### src/rtl/battlechip_ai_pkg.sv
// battlechip_ai_pkg: shared board constants, cell/coord/density types and pick FSM states
package battlechip_ai_pkg;
  localparam int BOARD_DIM = 10;
  localparam int NUM_CELLS = BOARD_DIM * BOARD_DIM;
  localparam int DENS_W = 6;
  typedef logic [6:0] cell_idx_t;
  typedef logic [3:0] coord_t;
  typedef logic [DENS_W-1:0] dens_t;
  typedef enum logic [1:0] {IDLE, SCAN, HOLD} state_t;
endpackage

### src/rtl/ai_group_max.sv
// ai_group_max: best unfired cell of a small group, ties to the lowest offset
module ai_group_max
  import battlechip_ai_pkg::*;
#(
  parameter int N = 1,
  parameter int OW = 1
) (
  input  logic [N-1:0][DENS_W-1:0] dens,
  input  logic [N-1:0]             fired,
  output logic                     has,
  output logic [OW-1:0]            off,
  output dens_t                    best
);
  always_comb begin
    has = 1'b0;
    off = '0;
    best = '0;
    for (int i = 0; i < N; i++)
      if (!fired[i] && (!has || dens[i] > best)) begin
        has = 1'b1;
        off = OW'(i);
        best = dens[i];
      end
  end
endmodule

### src/rtl/ai_target_select.sv
// ai_target_select: sequential argmax of density over unfired cells, result on valid/ready
module ai_target_select
  import battlechip_ai_pkg::*;
#(
  parameter int CELLS_PER_CYCLE = 1
) (
  input  logic                             clk,
  input  logic                             rst,
  input  logic                             start,
  input  logic [NUM_CELLS-1:0][DENS_W-1:0] density,
  input  logic [NUM_CELLS-1:0]             fired,
  output logic                             busy,
  output logic                             target_valid,
  input  logic                             target_ready,
  output cell_idx_t                        target_idx,
  output coord_t                           target_x,
  output coord_t                           target_y,
  output dens_t                            target_dens,
  output logic                             no_target
);
  localparam int G = NUM_CELLS / CELLS_PER_CYCLE;
  localparam int OW = CELLS_PER_CYCLE > 1 ? $clog2(CELLS_PER_CYCLE) : 1;
  state_t state_q, state_d;
  logic [NUM_CELLS-1:0][DENS_W-1:0] dens_q, dens_d;
  logic [NUM_CELLS-1:0] fired_q, fired_d;
  cell_idx_t cnt_q, cnt_d, best_idx_q, best_idx_d, idx_q, idx_d, base;
  dens_t best_dens_q, best_dens_d, tdens_q, tdens_d, g_dens;
  logic has_q, has_d, pend_q, pend_d, busy_q, busy_d, valid_q, valid_d, none_q, none_d, g_has;
  logic [OW-1:0] g_off;
  assign base = cell_idx_t'(cnt_q * CELLS_PER_CYCLE);
  ai_group_max #(.N(CELLS_PER_CYCLE), .OW(OW)) u_gm (
    .dens (dens_q[base +: CELLS_PER_CYCLE]),
    .fired(fired_q[base +: CELLS_PER_CYCLE]),
    .has  (g_has),
    .off  (g_off),
    .best (g_dens)
  );
  always_comb begin
    state_d = state_q;
    dens_d = dens_q;
    fired_d = fired_q;
    cnt_d = cnt_q;
    has_d = has_q;
    best_idx_d = best_idx_q;
    best_dens_d = best_dens_q;
    pend_d = pend_q;
    busy_d = busy_q;
    valid_d = valid_q;
    idx_d = idx_q;
    tdens_d = tdens_q;
    none_d = none_q;
    if (state_q == IDLE && start) begin
      state_d = SCAN;
      dens_d = density;
      fired_d = fired;
      cnt_d = '0;
      has_d = 1'b0;
      best_idx_d = '0;
      best_dens_d = '0;
      busy_d = 1'b1;
    end else if (state_q == SCAN) begin
      if (g_has && (!has_q || g_dens > best_dens_q)) begin
        has_d = 1'b1;
        best_idx_d = base + cell_idx_t'(g_off);
        best_dens_d = g_dens;
      end
      cnt_d = cnt_q + 1'b1;
      if (cnt_q == cell_idx_t'(G - 1)) begin
        cnt_d = '0;
        state_d = HOLD;
        pend_d = 1'b1;
      end
    end else if (state_q == HOLD) begin
      if (pend_q) begin
        pend_d = 1'b0;
        valid_d = 1'b1;
        idx_d = best_idx_q;
        tdens_d = best_dens_q;
        none_d = !has_q;
      end else if (valid_q && target_ready) begin
        state_d = IDLE;
        valid_d = 1'b0;
        busy_d = 1'b0;
      end
    end
  end
  always_ff @(posedge clk) begin
    dens_q <= dens_d;
    fired_q <= fired_d;
    if (rst) begin
      state_q <= IDLE;
      cnt_q <= '0;
      has_q <= 1'b0;
      best_idx_q <= '0;
      best_dens_q <= '0;
      pend_q <= 1'b0;
      busy_q <= 1'b0;
      valid_q <= 1'b0;
      idx_q <= '0;
      tdens_q <= '0;
      none_q <= 1'b0;
    end else begin
      state_q <= state_d;
      cnt_q <= cnt_d;
      has_q <= has_d;
      best_idx_q <= best_idx_d;
      best_dens_q <= best_dens_d;
      pend_q <= pend_d;
      busy_q <= busy_d;
      valid_q <= valid_d;
      idx_q <= idx_d;
      tdens_q <= tdens_d;
      none_q <= none_d;
    end
  end
  assign busy = busy_q;
  assign target_valid = valid_q;
  assign target_idx = idx_q;
  assign target_dens = tdens_q;
  assign no_target = none_q;
  assign target_x = coord_t'(idx_q % BOARD_DIM);
  assign target_y = coord_t'(idx_q / BOARD_DIM);
endmodule
### config.mk
export PLATFORM = sky130hd
export DESIGN_NAME = ai_target_select
export DESIGN_NICKNAME = d
export VERILOG_FILES = /design/src/rtl/battlechip_ai_pkg.sv /design/src/rtl/ai_group_max.sv /design/src/rtl/ai_target_select.sv
export SDC_FILE = /design/constraint.sdc
export NUM_CORES = 1
export LEC_CHECK = 0
export CAP_MARGIN = 15
export CORE_AREA = 10 10 274 276
export CTS_BUF_LIST = sky130_fd_sc_hd__clkbuf_8
export CTS_CLUSTER_DIAMETER = 100
export DETAILED_ROUTE_END_ITERATION = 16
export DIE_AREA = 0 0 284 286
export PLACE_DENSITY_LB_ADDON = 0.1
export REMOVE_ABC_BUFFERS = 1
export SYNTH_ARGS = -nofsm -noshare
export SYNTH_HDL_FRONTEND = slang
export SYNTH_SLANG_ARGS = --single-unit
### constraint.sdc
create_clock -name clk -period 21.2 [get_ports clk]
set_input_delay 2.12 -clock clk [delete_from_list [all_inputs] [get_ports clk]]
set_output_delay 2.12 -clock clk [all_outputs]
set_load 0.1 [all_outputs]
Word level (Yosys, flattened, before mapping)
Cells that the tools add are included.
{"block": "totals", "reg_bits": 740, "latchBits": 0, "mem_bits_rw": 0, "mem_bits_ro": 0, "word_cells": 174, "memories": 0}
{"block": "op_classes", "addsub": 1, "multipliers": 0, "div": 2, "magnitude_cmp": 1, "eq_ne": 9, "shift": 7, "muxes": 18, "n_bitwise": 2, "reduce_logical": 21}
{"op": "$shiftx 100x8->1", "count": 7}
{"op": "$div 7x4->32 const B", "count": 1}
{"op": "$mod 7x4->32 const B", "count": 1}
{"op": "$reduce_and 4->1", "count": 5}
{"op": "$mux 1", "count": 11}
{"op": "$mux 2", "count": 5}
{"op": "$reduce_bool 2->1", "count": 5}
{"op": "$add 7x1->7 const B", "count": 1}
{"op": "$eq 7x7->1 const B", "count": 1}
{"op": "$mux 7", "count": 1}
{"op": "$gt 6x6->1", "count": 1}
{"op": "$mux 6", "count": 1}
{"op": "$ne 2x1->1 const B", "count": 3}
{"op": "$reduce_bool 3->1", "count": 2}
{"op": "$logic_and 1x1->1", "count": 3}
{"op": "$ne 3x1->1 const B", "count": 1}
{"op": "$ne 3x2->1 const B", "count": 1}
{"op": "$reduce_and 3->1", "count": 1}
{"op": "$eq 2x1->1 const B", "count": 1}
{"op": "$eq 2x2->1 const B", "count": 1}
{"op": "$logic_not 2->1", "count": 1}
{"op": "$ne 2x2->1 const B", "count": 1}
{"op": "$not 1->1", "count": 2}
{"op": "$reduce_and 2->1", "count": 1}
{"op": "other kinds (3)", "count": 3}

Logic depth before layout (Yosys ltp)
Gate-level depths: netlist of run 1.
{"block": "logic_depth", "word_depth": 6, "depth_mapped": 23, "ltp_nobuf": 15}

Hierarchy
From an unflattened synthesis of run 1, not the netlist that was laid out.
{"block": "unflattened", "hier_cells": 1338, "area_unflattened_um2": 28991.6}
{"module": "ai_target_select", "instances": 1, "cells_per_inst": 1329, "area_each_um2": 28939.0, "seq_area_each_um2": 21820.9}
{"module": "ai_group_max", "instances": 1, "cells_per_inst": 9, "area_each_um2": 52.6, "seq_area_each_um2": 0.0}

Worst setup path before layout of run 1
OpenSTA, ideal clock, no wires.
{"block": "synth_path", "kind": "input to register", "start": "input port start", "end": "register best_idx_q[2]", "setup_ps": 132, "t_arrival_ps": 16635, "t_required_ps": 21068, "slack_ps": 4433, "cell_stages": 6, "n_path_buf": 1, "path_cell_list": "nand2_1 -> inv_1 -> nor2_1 -> buf_2 -> nand3_1 -> o31ai_2"}
{"block": "synth_between", "elab_chain_len": 2}
{"element": "from (decl)", "line_no": "ai_target_select.sv:9", "rtl": "input logic start,"}
{"element": "$logic_and 1x1->1", "line_no": "ai_target_select.sv:52", "rtl": "if (state_q == IDLE && start) begin"}
{"element": "$reduce_or 2->1 (no line)"}
{"element": "to (signal assigned)", "line_no": "ai_target_select.sv:106", "rtl": "best_idx_q <= best_idx_d;"}
{"element": "to (decl)", "line_no": "ai_target_select.sv:26", "rtl": "cell_idx_t cnt_q, cnt_d, best_idx_q, best_idx_d, idx_q, idx_d, base;"}
No other way between the ends.
A chain may end at the register's enable or synchronous reset.

Final worst setup path of run 1
{"block": "layout_path", "start": "register idx_q[4], in the netlist target_idx[4]", "end": "output port target_x[1]"}
{"block": "layout_between", "elab_chain_len": 1}
{"element": "from (decl)", "line_no": "ai_target_select.sv:26"}
{"element": "from (signal assigned)", "line_no": "ai_target_select.sv:111", "rtl": "idx_q <= idx_d;"}
{"element": "$mod 7x4->32", "line_no": "ai_target_select.sv:121", "rtl": "assign target_x = coord_t'(idx_q % BOARD_DIM);"}
{"element": "to (decl)", "line_no": "ai_target_select.sv:16", "rtl": "output coord_t target_x,"}
No other way between the ends.

==> results.md, run 1 <==
STA:
- After layout, the worst path uses between 30% and 40% of the clock period.
- The worst clock skew on the final layout is between 0.02 and 0.03 ns.
- For the pin with the worst max-slew slack, the measured transition is about 1.1 ns.
- Final hold analysis gives a worst-case slack of roughly 0.45 ns.
- Across all setup checks in the final design, the least slack found is around 14 ns.
- The fmax is between 100 and 150 MHz.
- The number of hold violations in the final report was 0.
- The setup total negative slack is 0 ns.
- The number of failing setup endpoints in the final timing report is 0.
- In this run the tightest slew margin relative to its limit is 26.4%.
- The number of max-slew violations in the final report came to 0.
- Setup repair after global routing left no endpoint under its margin.
- The minimum clock period after layout is 7.14 ns.

Routing:
- The detail route stage leaves a number of antenna-violating nets equal to 0.
- The final layout contains routed wiring with a total length of 96500 um.
- After detailed routing, the number of vias per cell comes to 5.22.
- Dividing the detail-routed wire length by the instance count gives around 29 um.
- The first-iteration detailed-routing DRC count is 1314.
- In the routed design, unresolved DRC markers number 0.
- The total via count in the routed design is around 18000.
- The first detailed-routing pass ran for 5 iterations.

Clocking:
- The master cell of the clock root buffer is sky130_fd_sc_hd__clkbuf_8.
- For the worst-skew pair, the clock arrives at the later sink with an insertion delay of 0.77 ns.
- TritonCTS built the clock tree.
- The depth of the CTS H-tree is 4.
- The number of hold buffers added after cts is 0.
- The buffer levels on the longest clock path is 3.
- Post-CTS timing repair inserted 0 buffers for setup.
- The TritonCTS buffer count is roughly 130.
- Clock-pin slew was measured on the worst setup and hold paths at 0.06 ns.
- Clock tree synthesis found a total of 740 sinks.
- In this run, post-CTS repair resized a total of 0 instances.

Critical path:
- In this run the register-to-register setup slack is 15.69 ns.
- The kind of cell with the highest combined delay on the critical path is simple AND/OR/NAND/NOR gates.
- The worst setup path is of the flop to output port kind.
- Of all nets on the critical path, the largest fanout is 12.
- The launch point of the worst reg-to-reg path is cnt_q[1]$_SDFFE_PP0P_.
- STA classifies the critical path endpoint as an output port.
- The critical path goes through nor2_1, inv_1, ha_1, nand2b_1, o21ai_1, a21oi_1, or2_2, or4_1, nand3b_1, xnor2_1, clkdlybuf4s50_1.
- Data on the critical path arrives at its endpoint at 5.02 ns.
- STA puts the critical path data required time at between 15 and 20 ns.
- Counting both buffers and inverters, the worst setup path holds a total of 2.
- For the worst flop-to-flop path, the logic depth is 15.
- In this run the worst setup path begins at target_idx[4]$_SDFFE_PP0P_.
- The critical path's slowest cell is sky130_fd_sc_hd__clkdlybuf4s50_1.
- The critical path depth is 11.
- STA classifies the critical path startpoint as a flop.
- The critical path's largest stage delay is roughly 1.2 ns.

Worst hold path:
- The worst hold path was traced through 2 stages.
- In this run the most critical hold path is launched from best_dens_q[5]$_SDFFE_PP0P_.
- The path class of the lowest-slack min-delay path is flop to flop.

Global route:
- Entering global routing, the biggest net connects 150 pins.
- The number of antenna violations at the first check in global routing was 61.
- The global-route wire length before repair is approximately 130000 um.
- Summed over all layers, the global routing overflow is 0.
- The via count of the first global-routing pass was between 15000 and 20000.
- Global routing used between 20% and 30% of the available tracks.

Power:
- The areal power density over the cells is between 80 and 90 mW/mm^2.
- The maximum VDD drop is around 47 uV.
- The design draws between 3 and 4 mW.
- The leakage component of the power is 13.1 nW.

Placed design:
- The HPWL after detailed placement is 71600 um.
- Prior to clock tree synthesis, the placed netlist has a worst setup slack of about 15 ns.
- During placement, the flow inserted port buffers numbering approximately 730.
- After detailed placement, the total cell area comes to around 0.037 sq mm.
- The final weighted congestion in routability-driven placement is about 0.85.

Yosys:
- After technology mapping, the gate count stands at 1485.
- Synthesis instantiated 77 different standard cells from the library.
- In the synthesized netlist the dominant register cell turns out to be sky130_fd_sc_hd__edfxtp_1.
- For this run, asynchronously set or reset flops after synthesis account for 0%.
- The cell area that synthesis handed to floorplanning was about 0.029 sq mm.
- A synthesized cell averages slightly below 20 sq um.
- After synthesis the netlist holds a flip-flop and latch count of 740.
- The number of enable-type register cells in the synthesized netlist is 700.
- For this run, the number of Yosys warnings is 0.
- Sequential elements use between 70% and 80% of the synthesized area.

Floorplanning:
- The die is about 290 um tall.
- In this run the count of I/O pins placed on the die edge is 728.
- The placement row count is 97.
- The width of the die is 284 um.
- The floorplan step defined a die boundary enclosing 0.0812 sq mm.
- The initial standard-cell utilization of the core is roughly two fifths.
- The area of the core is just under 0.07 sq mm.

Final layout:
- The share of final-layout standard cells stronger than drive strength 1 is 15.2%.
- At the end of the flow, the number of nets in the layout was 2997.
- The finished cells cover ~0.040 sq mm.
- The count of fill cells added during filler insertion is ~5400.
- The area overhead of the layout relative to synthesis is 36.6%.

Run status:
- The run finished with clean final reports.

Run:
- The max capacitance violation total is 0.
-- cell families (layout without fill, tap and decap cells) --
group                      Yosys count  in the layout  share of synthesized area, %
DFF                                740            740                          74.9
xor gates and xnor gates             7              7                         0.211
buffers and inverters              104           1002                          2.01
adders and majority gates           12             12                         0.516
and+or+nand+nor                    208            208                          3.53
AOI/OAI and AO/OA                  207            207                          5.11
muxes                              207            207                          13.7
other                                0             40                             0
-- sequential cells by signal (all words and copies together), names as in the netlist --
register,count
cnt_q,7
best_dens_q,6
pend_q,1
target_valid,1
state_q,2
has_q,1
target_idx,7
dens_q,600
best_idx_q,7
fired_q,100
no_target,1
target_dens,6
busy,1
-- report_power, final --
part           internal [mW]  switching [mW]  leakage, nW  total, mW
Clock                  0.632           0.599         1.41       1.23
Combinational          0.174           0.117         4.69      0.291
Sequential              1.72          0.0267         7.05       1.75
-- routing by layer --
layer	GRT usage [%]	vias up	share of wire, %
met3	9.07	168	8.4
met2	40.2	715	54
met5	0	-	0.24
li1	-	7804	-
met4	10.3	38	2.2
met1	25.0	8832	36
-- cell usage after synthesis, types with 5 or more instances --
master / instances / area (sq um)
sky130_fd_sc_hd__a211oi_1: 11 / 82.6
sky130_fd_sc_hd__a21oi_1: 38 / 190
sky130_fd_sc_hd__a22oi_1: 51 / 383
sky130_fd_sc_hd__a31oi_1: 8 / 50.1
sky130_fd_sc_hd__and2_1: 5 / 31.3
sky130_fd_sc_hd__buf_2: 21 / 105
sky130_fd_sc_hd__buf_4: 21 / 158
sky130_fd_sc_hd__buf_6: 10 / 113
sky130_fd_sc_hd__clkbuf_1: 29 / 109
sky130_fd_sc_hd__dfxtp_1: 40 / 801
sky130_fd_sc_hd__edfxtp_1: 700 / 21000
sky130_fd_sc_hd__ha_1: 12 / 150
sky130_fd_sc_hd__inv_1: 20 / 75.1
sky130_fd_sc_hd__mux2_2: 10 / 113
sky130_fd_sc_hd__mux2i_1: 46 / 460
sky130_fd_sc_hd__mux4_2: 147 / 3310
sky130_fd_sc_hd__nand2_1: 78 / 293
sky130_fd_sc_hd__nand2b_1: 6 / 37.5
sky130_fd_sc_hd__nand3_1: 23 / 115
sky130_fd_sc_hd__nand3b_1: 5 / 37.5
sky130_fd_sc_hd__nor2_1: 37 / 139
sky130_fd_sc_hd__nor2b_1: 12 / 75.1
sky130_fd_sc_hd__nor3_1: 6 / 30.0
sky130_fd_sc_hd__nor4_1: 5 / 31.3
sky130_fd_sc_hd__o211ai_1: 5 / 37.5
sky130_fd_sc_hd__o21a_1: 6 / 45.0
sky130_fd_sc_hd__o21ai_0: 12 / 60.1
sky130_fd_sc_hd__o21ai_1: 5 / 25.0
sky130_fd_sc_hd__o221ai_1: 6 / 52.6
sky130_fd_sc_hd__o22ai_1: 12 / 75.1
sky130_fd_sc_hd__o2bb2ai_1: 5 / 43.8
-- cell usage in the layout (no fill, tap or decap), types with 11 or more instances in the layout --
cell type,count
sky130_fd_sc_hd__mux4_2,147
sky130_fd_sc_hd__nand2_1,78
sky130_fd_sc_hd__dfxtp_1,35
sky130_fd_sc_hd__clkdlybuf4s50_1,727
sky130_fd_sc_hd__clkbuf_8,131
sky130_fd_sc_hd__a211oi_1,11
sky130_fd_sc_hd__clkinv_1,24
sky130_fd_sc_hd__a21oi_1,38
sky130_fd_sc_hd__a22oi_1,51
sky130_fd_sc_hd__nand3_1,23
sky130_fd_sc_hd__o22ai_1,12
sky130_fd_sc_hd__diode_2,40
sky130_fd_sc_hd__nor2_1,36
sky130_fd_sc_hd__buf_4,18
sky130_fd_sc_hd__o21ai_0,12
sky130_fd_sc_hd__mux2i_1,46
sky130_fd_sc_hd__ha_1,12
sky130_fd_sc_hd__clkinv_2,11
sky130_fd_sc_hd__edfxtp_1,700
sky130_fd_sc_hd__inv_1,70
-- metrics by stage --
| stage | util, % | std cells |
|---|---|---|
| floorplan | - | 1401 |
| global placement | 53.6 | 3088 |
| detailed placement | 53.6 | 3088 |
| CTS | 57.1 | 3323 |
| global route | 57.2 | 3354 |
| finish | 57.2 | 3363 |
-- path summary, 6_finish.rpt --
kind                                 endpoint
setup reg to reg  best_dens_q[3]$_SDFFE_PP0P_
hold reg to reg   target_dens[5]$_SDFFE_PP0P_
hold / removal    target_dens[5]$_SDFFE_PP0P_
setup / recovery                  target_x[1]
-- worst reg2reg max path, stage by stage, from the launching register on --
cell and delay [ns]:
sky130_fd_sc_hd__dfxtp_4 0.91, sky130_fd_sc_hd__buf_4 0.89, sky130_fd_sc_hd__mux4_2 0.42, sky130_fd_sc_hd__a22o_1 0.24, sky130_fd_sc_hd__a211oi_1 0.42, sky130_fd_sc_hd__o32a_1 0.32
sky130_fd_sc_hd__nor2_1 0.17, sky130_fd_sc_hd__nor2_1 0.14, sky130_fd_sc_hd__ha_1 0.25, sky130_fd_sc_hd__nor2b_1 0.13, sky130_fd_sc_hd__o21a_1 0.17, sky130_fd_sc_hd__o21bai_1 0.11
sky130_fd_sc_hd__a21oi_1 0.11, sky130_fd_sc_hd__o221ai_2 0.79, sky130_fd_sc_hd__and2_1 0.24, sky130_fd_sc_hd__a211oi_1 0.05
-- final cells by class --
type	instances	area (sq um)	area share (%)
multi-input cells	641	6740	16.9
well taps	940	1180	2.96
flip-flops and latches	740	21800	54.9
clock buffers	131	1800	4.53
clock inverters	104	599	1.51
diodes	40	100	0.252
repair buffers	747	7450	18.7
inverters	20	82.6	0.208
Note: power is estimated with default switching activity, not from simulation.
==> inputs of run 2 (changes only) <==
==> constraint.sdc (replaced) <==
create_clock -name clk -period 6.9 [get_ports clk]
set_input_delay 0.69 -clock clk [delete_from_list [all_inputs] [get_ports clk]]
set_output_delay 0.69 -clock clk [all_outputs]
set_load 0.1 [all_outputs]
==> run 2 against run 1 <==
  * Combinational power rose to 3.2 times the previous value
  * Via count shrank 0.19%
  * Sequential share of layout area shrank 0.091 points
  * Clock power grew to 3.1 times the previous value
==> results.md, run 2 (synthesized netlist as in run 1, its figures left out) <==
Final layout:
- The library cells used most frequently in the layout, excluding fill and tap cells, are 727 x sky130_fd_sc_hd__clkdlybuf4s50_1, 700 x sky130_fd_sc_hd__edfxtp_1, 147 x sky130_fd_sc_hd__mux4_2, 135 x sky130_fd_sc_hd__clkbuf_8, 78 x sky130_fd_sc_hd__nand2_1.
- The multi-input logic area is 0.00674 sq mm (unchanged).
- The area occupied by registers is 0.0218 sq mm (unchanged).
- The number of flip-flops in the largest register is 600 (unchanged).
- The number of nets at the end of the flow is 3003 (+0.20%).
- The library cell used most frequently in the layout, excluding fill and tap cells, is sky130_fd_sc_hd__clkdlybuf4s50_1.
- The area overhead of the layout relative to synthesis is 36.8%.
- The most flop-heavy register is dens_q.
- The count of fill cells added during filler insertion was 5355 (-0.87%).
- The number of cells in the finished layout apart from fillers came to 3348 (-0.45%).
- The largest registers in the layout are dens_q (600), fired_q (100).
- The share of final-layout standard cells stronger than drive strength 1 is 15.8% (+0.63 points).

Power:
- The sum of internal, switching and leakage power came to 10.1 mW (+210%).
- The part of the total power dissipated in combinational logic was 9.1% (+0.2 points).
- The internal power summed over all cells is 7.75 mW (+210%).
- The net switching power figure is 2.31 mW (+210%).
- The fraction of power consumed by the clock network came to 37.5% (-0.2 points).
- The net switching share of the total power came to 23.0% (+0.25 points).
- The areal power density over the cells is 252 mW/mm^2 (+210%).
- The leakage component of the power is 13.1 nW (about the same).
- The maximum VDD drop is 151 uV (+220%).
- The proportion of power drawn by flip-flops and latches was 53.4% (about the same).

Critical path:
- The most critical setup path has its endpoint at target_x[1].
- The arrival time at the worst endpoint is 5.06 ns (+0.04 ns).
- The critical path is of the flop to output port type.
- STA classifies the critical path startpoint as a flop.
- The startpoint of the worst setup timing path is target_idx[4]$_SDFFE_PP0P_.
- The setup slack of the worst register-to-register path is 1.66 ns (-14.03 ns).
- The largest fanout on the critical path came to 12 (unchanged).
- The data required time of the critical path was 6.21 ns (-12.87 ns).
- The worst register-to-register path begins at cnt_q[0]$_SDFFE_PP0P_.
- The kind of end point of the critical path is an output port.
- The reg-to-reg endpoint is best_dens_q[5]$_SDFFE_PP0P_.
- The depth of the worst register-to-register path is 15 (unchanged).

STA:
- The number of failing setup endpoints in the final timing report is 0 (unchanged).
- The worst-margin pin slew was 1.18 ns (+0.0720 ns).
- The number of max-slew violations in the final report was 0 (unchanged).
- The hold slack is 0.458 ns (+0.00740 ns).
- Counting I/O delays and the setup requirement, the final critical path takes 5.75 ns.
- The relative slew slack is 21.6% (-4.8 points).
- For this run, the top clock speed supported by timing is 174 MHz.
- Setup repair after global routing left no endpoint under its margin.
- The worst clock skew on the final layout is 0.0294 ns (+0.00264 ns).
- The number of hold violations in the final report came to 0 (unchanged).
- The smallest setup slack after layout was 1.15 ns (-12.91 ns).
- The setup total negative slack was 0 ns (unchanged).
- In the finished design, the share of the clock period the worst path needs comes to between 80% and 90%.

Global route:
- The total congestion overflow after global routing is 0 (unchanged).
- The maximum number of pins on one net before global-route repair came to 207 (+38%).
- The via count of the first global-routing pass is 19200 (+0.031%).
- The total routing resource utilization after global routing is 23.3% (+0.055 points).
- The global-route wire length before repair came to 135000 um (+0.52%).
- The number of antenna violations at the first check in global routing came to 36 (-41%).

Routing:
- The wire length on met3 came to 7390 um (-9.1%).
- The total iterations of the first detailed-routing run was 5 (unchanged).
- The post-detailed-route DRC marker count is 0 (unchanged).
- The met1 wire length is 35400 um (+3.1%).
- The highest metal layer carrying signal wires in the routed design is met5.
- The detailed route wirelength on metal2 was 51800 um (+0.16%).
- The aggregate routed wire length is 97000 um (+0.57%).
- The final antenna-violating net count was 0 (unchanged).
- The first-iteration detailed-routing DRC count was 1384 (+5.3%).
- The mean routed wirelength per cell was 29.0 um (+1.0%).
- The total via count in the routed design was 17500 (-0.19%).
- The mean number of vias per cell is 5.23 (+0.26%).

Clocking:
- TritonCTS built the clock tree.
- The insertion delay of the later-clocked pin in the worst-skew pair came to 0.77 ns (about the same).
- The buffer levels on the longest clock path is 3 (unchanged).
- The count of cells resized by post-cts repair came to 0 (unchanged).
- The cell sitting at the root of the clock tree is a sky130_fd_sc_hd__clkbuf_8.
- The number of hold buffers added after cts is 0 (unchanged).
- The depth of the CTS H-tree is 4 (unchanged).
- The CTS sink count was 740 (unchanged).
- The post-CTS repair timing setup buffer count is 0 (unchanged).
- The TritonCTS buffer count is 130 (-0.76%).
- The clock slew at the register clock pins of the worst setup and hold paths is 0.06 ns (about the same).

Placed design:
- The cell count after placement is 3095 (+0.23%).
- The half-perimeter wire length after detailed placement came to 73400 um (+2.6%).
- The number of buffers added on ports is 727 (unchanged).
- The final weighted congestion in routability-driven placement is 0.838 (-1.4%).
- The setup slack at placement came to 1.61 ns (-13.04 ns).

Floorplanning:
- The width of the die is 284 um (unchanged).
- The initial standard-cell utilization of the core is 41.9% (unchanged).
- The placement row count is 97 (unchanged).
- The area of the core came to 0.0695 sq mm (unchanged).
- The area of the die is 0.0812 sq mm (unchanged).
- The height of the die is 286 um (unchanged).
- The I/O pin count is 728 (unchanged).

Worst hold path:
- The path class of the lowest-slack min-delay path is flop to flop.

Run status:
- The flow ran to the end, and the final reports show no timing, DRC or antenna violations.

Run:
- The max capacitance violation total is 0 (unchanged).
-- run 2: worst min-delay path by stage --
stage | startpoint | endpoint | slack (ns) | cells past startpoint
final | best_idx_q[0]$_SDFFE_PP0P_ | target_idx[0]$_SDFFE_PP0P_ | 0.46 | 2
after global routing | density[407] | dens_q[407]$_DFFE_PP_ | 0.41 | 1
after CTS | density[333] | dens_q[333]$_DFFE_PP_ | 0.38 | 1
after detailed placement | has_q$_SDFFE_PP0P_ | no_target$_SDFFE_PP0P_ | 0.45 | 1
after global placement | has_q$_SDFFE_PP0P_ | no_target$_SDFFE_PP0P_ | 0.43 | 1
after floorplan | has_q$_SDFFE_PP0P_ | no_target$_SDFFE_PP0P_ | 0.41 | 1
-- run 2: final cells by class --
cell class	instances	area share, %
diodes	25	0.157
clock buffers	135	4.66
clock inverters	93	1.40
inverters	20	0.207
multi-input cells	641	16.9
flip-flops and latches	740	54.8
well taps	940	2.95
repair buffers	754	18.9
-- run 2: stage by stage --
| stage | area (sq um) | utilization (%) |
|---|---|---|
| global route | 39800 | 57.3 |
| detailed placement | 37400 | 53.7 |
| floorplan | 28600 | - |
| finish | 39900 | 57.3 |
| CTS | 39800 | 57.2 |
| global placement | 37400 | 53.7 |
-- run 2: power groups by stage --
stage	Clock (mW)	Sequential (mW)	Combinational [mW]
after floorplan	0	5.65	0.363
after global placement	0	5.45	0.914
after detailed placement	0	5.46	0.927
after CTS	3.87	5.37	0.931
after global routing	4.09	5.39	0.976
final	3.77	5.37	0.919
-- run 2: routing by layer --
layer / up-vias / GRT usage [%]
met1: 8816 / 26.1
met4: 20 / 8.97
met3: 157 / 7.23
li1: 7796 / -
met2: 735 / 41.1
met5: - / 0
-- run 2: critical path: stages (launching register included) --
cell and delay, ns:
sky130_fd_sc_hd__dfxtp_1 0.42, sky130_fd_sc_hd__nor2_1 0.31, sky130_fd_sc_hd__inv_1 0.13, sky130_fd_sc_hd__ha_1 0.34, sky130_fd_sc_hd__nand2b_1 0.20, sky130_fd_sc_hd__o21ai_1 0.41
sky130_fd_sc_hd__a21oi_1 0.16, sky130_fd_sc_hd__or2_2 0.36, sky130_fd_sc_hd__or4_1 0.53, sky130_fd_sc_hd__nand3b_1 0.14, sky130_fd_sc_hd__xnor2_1 0.15, sky130_fd_sc_hd__clkdlybuf4s50_1 1.17
==> inputs of run 3 (changes only) <==
==> constraint.sdc (replaced) <==
create_clock -name clk -period 5.6 [get_ports clk]
set_input_delay 0.56 -clock clk [delete_from_list [all_inputs] [get_ports clk]]
set_output_delay 0.56 -clock clk [all_outputs]
set_load 0.1 [all_outputs]
==> run 3 against run 2 <==
  * Highest routed layer unchanged
  * Non-clock buffer count rose by 5
  * Critical path depth is the same
  * Critical path type unchanged
  * Combinational power is 26% higher
  * Sequential cell count stayed put
==> results.md, run 3 (synthesized netlist as in run 1, its figures left out) <==
Run status:
- The run finished with clean final reports.

Routing:
- The mean routed wirelength per cell is 29.1 um (+0.33%).
- The post-detailed-route DRC marker count came to 0 (unchanged).
- The total via count in the routed design is 17700 (+0.74%).
- The final antenna-violating net count is 0 (unchanged).
- The mean number of vias per cell is 5.27 (+0.74%).
- The total iterations of the first detailed-routing run is 5 (unchanged).
- The aggregate routed wire length is 97300 um (+0.33%).
- The first-iteration detailed-routing DRC count is 1521 (+9.9%).

Critical path:
- The setup slack of the worst register-to-register path is 0.98 ns (-0.68 ns).
- The kind of end point of the critical path is an output port.
- The arrival time at the worst endpoint was 4.50 ns (-0.56 ns).
- The critical path's largest stage delay is 0.77 ns (-0.40 ns).
- The depth of the worst register-to-register path is 16 (+1).
- The signal on the critical path passes through nor2_1, inv_1, ha_1, nand2b_1, o21ai_1, o2111ai_1, nand4_1, a22oi_1, nor4_1, mux2_2, dlymetal6s2s_1.
- The data required time of the critical path came to 5.04 ns (-1.17 ns).
- The worst setup path is launched from a flop.
- The kind of critical path is flop to output port.
- The critical path's slowest cell is sky130_fd_sc_hd__dlymetal6s2s_1.
- The largest fanout on the critical path came to 12 (unchanged).

Final layout:
- The library cell used most frequently in the layout, excluding fill and tap cells, is sky130_fd_sc_hd__clkdlybuf4s50_1.
- The area occupied by registers is 0.0218 sq mm (unchanged).
- The top cell types in the final layout, fill and taps aside, are 723 x sky130_fd_sc_hd__clkdlybuf4s50_1, 700 x sky130_fd_sc_hd__edfxtp_1, 147 x sky130_fd_sc_hd__mux4_2, 132 x sky130_fd_sc_hd__clkbuf_8, 78 x sky130_fd_sc_hd__nand2_1.
- The number of nets at the end of the flow came to 3008 (+0.17%).
- The area overhead of the layout relative to synthesis is 36.9% (about the same).
- The multi-input logic area is 0.00674 sq mm (unchanged).
- The number of flip-flops in the largest register is 600 (unchanged).
- The utilization after layout was 57.3% (about the same).
- In the final layout, the registers with the most flip-flops are dens_q (600), fired_q (100).
- The count of fill cells added during filler insertion is 5333 (-0.41%).
- The most flop-heavy register is dens_q.
- The share of final-layout standard cells stronger than drive strength 1 came to 15.8% (-0.060 points).

Floorplanning:
- The I/O pin count is 728 (unchanged).
- The height of the die is 286 um (unchanged).
- The area of the die was 0.0812 sq mm (unchanged).
- The area of the core is 0.0695 sq mm (unchanged).
- The width of the die was 284 um (unchanged).
- The initial standard-cell utilization of the core came to 41.9% (unchanged).
- The placement row count is 97 (unchanged).

Clocking:
- The CTS sink count is 740 (unchanged).
- The buffer levels on the longest clock path is 3 (unchanged).
- The depth of the CTS H-tree is 4 (unchanged).
- The clock tree from TritonCTS is done.
- The clock slew at the register clock pins of the worst setup and hold paths is 0.06 ns (about the same).
- The root buffer cell chosen for the clock tree is sky130_fd_sc_hd__clkbuf_8.
- The insertion delay of the later-clocked pin in the worst-skew pair is 0.76 ns (about the same).
- The TritonCTS buffer count is 130 (unchanged).

Power:
- The leakage component of the power came to 13.2 nW (+0.23%).
- The areal power density over the cells is 309 mW/mm^2 (+22%).
- The sum of internal, switching and leakage power is 12.3 mW (+22%).
- The maximum VDD drop is 262 uV (+73%).

STA:
- The smallest setup slack after layout came to 0.536 ns (-0.615 ns).
- The minimum clock period after layout is about 5.1 ns.
- The relative slew slack is 27.8% (+6.2 points).
- The number of hold violations in the final report is 0 (unchanged).
- After layout, the worst path uses 90.4% of the clock period.
- Setup repair after global routing left no endpoint under its margin.
- The worst clock skew on the final layout was 0.0258 ns (-0.00356 ns).
- The number of max-slew violations in the final report is 0 (unchanged).
- The number of failing setup endpoints in the final timing report is 0 (unchanged).
- The worst-margin pin slew was 1.06 ns (-0.120 ns).
- The fmax is about 200 MHz.

Global route:
- The via count of the first global-routing pass was 19400 (+1.5%).
- The number of antenna violations at the first check in global routing came to 27 (-25%).
- The total congestion overflow after global routing is 0 (unchanged).
- The global-route wire length before repair is 137000 um (+1.5%).
- The total routing resource utilization after global routing is 23.5% (+0.24 points).
- The maximum number of pins on one net before global-route repair is 151 (-27%).

Placed design:
- The number of buffers added on ports came to 727 (unchanged).
- The setup slack at placement is 0.969 ns (-0.642 ns).
- The half-perimeter wire length after detailed placement is 74800 um (+1.8%).
- The final weighted congestion in routability-driven placement is 0.884 (+5.5%).

Run:
- The max capacitance violation total is 0 (unchanged).

Worst hold path:
- The path class of the lowest-slack min-delay path is primary input to flop.
- The worst hold path cell count is 1 (-1).
run 3: power breakdown:
part	total, mW	internal, mW	switching (mW)
Sequential	6.60	6.50	0.101
Clock	4.54	2.31	2.23
Combinational	1.16	0.674	0.486
Total	12.3	9.49	2.81
run 3: what timing repair did:
| action | in CTS | in global routing |
|---|---|---|
| buffers inserted | 0 | 0 |
| gates resized for setup | 0 | 1 |
| hold buffers | 0 | 0 |
| endpoints found under the setup margin | 0 | 1 |
run 3: worst paths after layout:
path | start | endpoint
setup / recovery | target_idx[4]$_SDFFE_PP0P_ | target_x[3]
hold / removal | density[488] | dens_q[488]$_DFFE_PP_
setup reg to reg | cnt_q[0]$_SDFFE_PP0P_ | best_dens_q[5]$_SDFFE_PP0P_
hold reg to reg | target_dens[1]$_SDFFE_PP0P_ | target_dens[1]$_SDFFE_PP0P_
run 3: worst max-delay path: cells and delay by family (launching register included):
| family | cells | cell delay [ns] |
|---|---|---|
| buffers and inverters | 2 | 0.88 |
| and+or+nand+nor | 4 | 1.04 |
| DFF | 1 | 0.42 |
| muxes | 1 | 0.22 |
| AOI/OAI and AO/OA | 3 | 0.85 |
| adders and majority gates | 1 | 0.34 |
run 3: area by class of cell:
class / instances / area share [%]
antenna: 16 / 0.100
tap: 940 / 2.95
clock buffer: 132 / 4.56
inverter: 20 / 0.207
clock inverter: 100 / 1.35
multi-input combinational: 641 / 16.9
sequential: 740 / 54.8
timing repair buffer: 759 / 19.2
run 3: through the flow:
step	setup TNS [ns]	area (sq um)	std cells	hold WS (ns)
after floorplan	-6901.33	28600	1401	0.408
after global placement	0	37500	3100	0.450
after detailed placement	0	37500	3100	0.458
after CTS	0	39800	3332	0.269
after global routing	0	39900	3345	0.295
final	0	39900	3348	0.346
run 3: routing by layer:
| metal | vias up | part of all wire (%) | global-route usage, % |
|---|---|---|---|
| met4 | 24 | 1.8 | 7.18 |
| met3 | 134 | 7.1 | 7.37 |
| met5 | - | 0.14 | 0 |
| met1 | 8995 | 37 | 26.8 |
| met2 | 695 | 54 | 41.9 |
| li1 | 7805 | - | - |
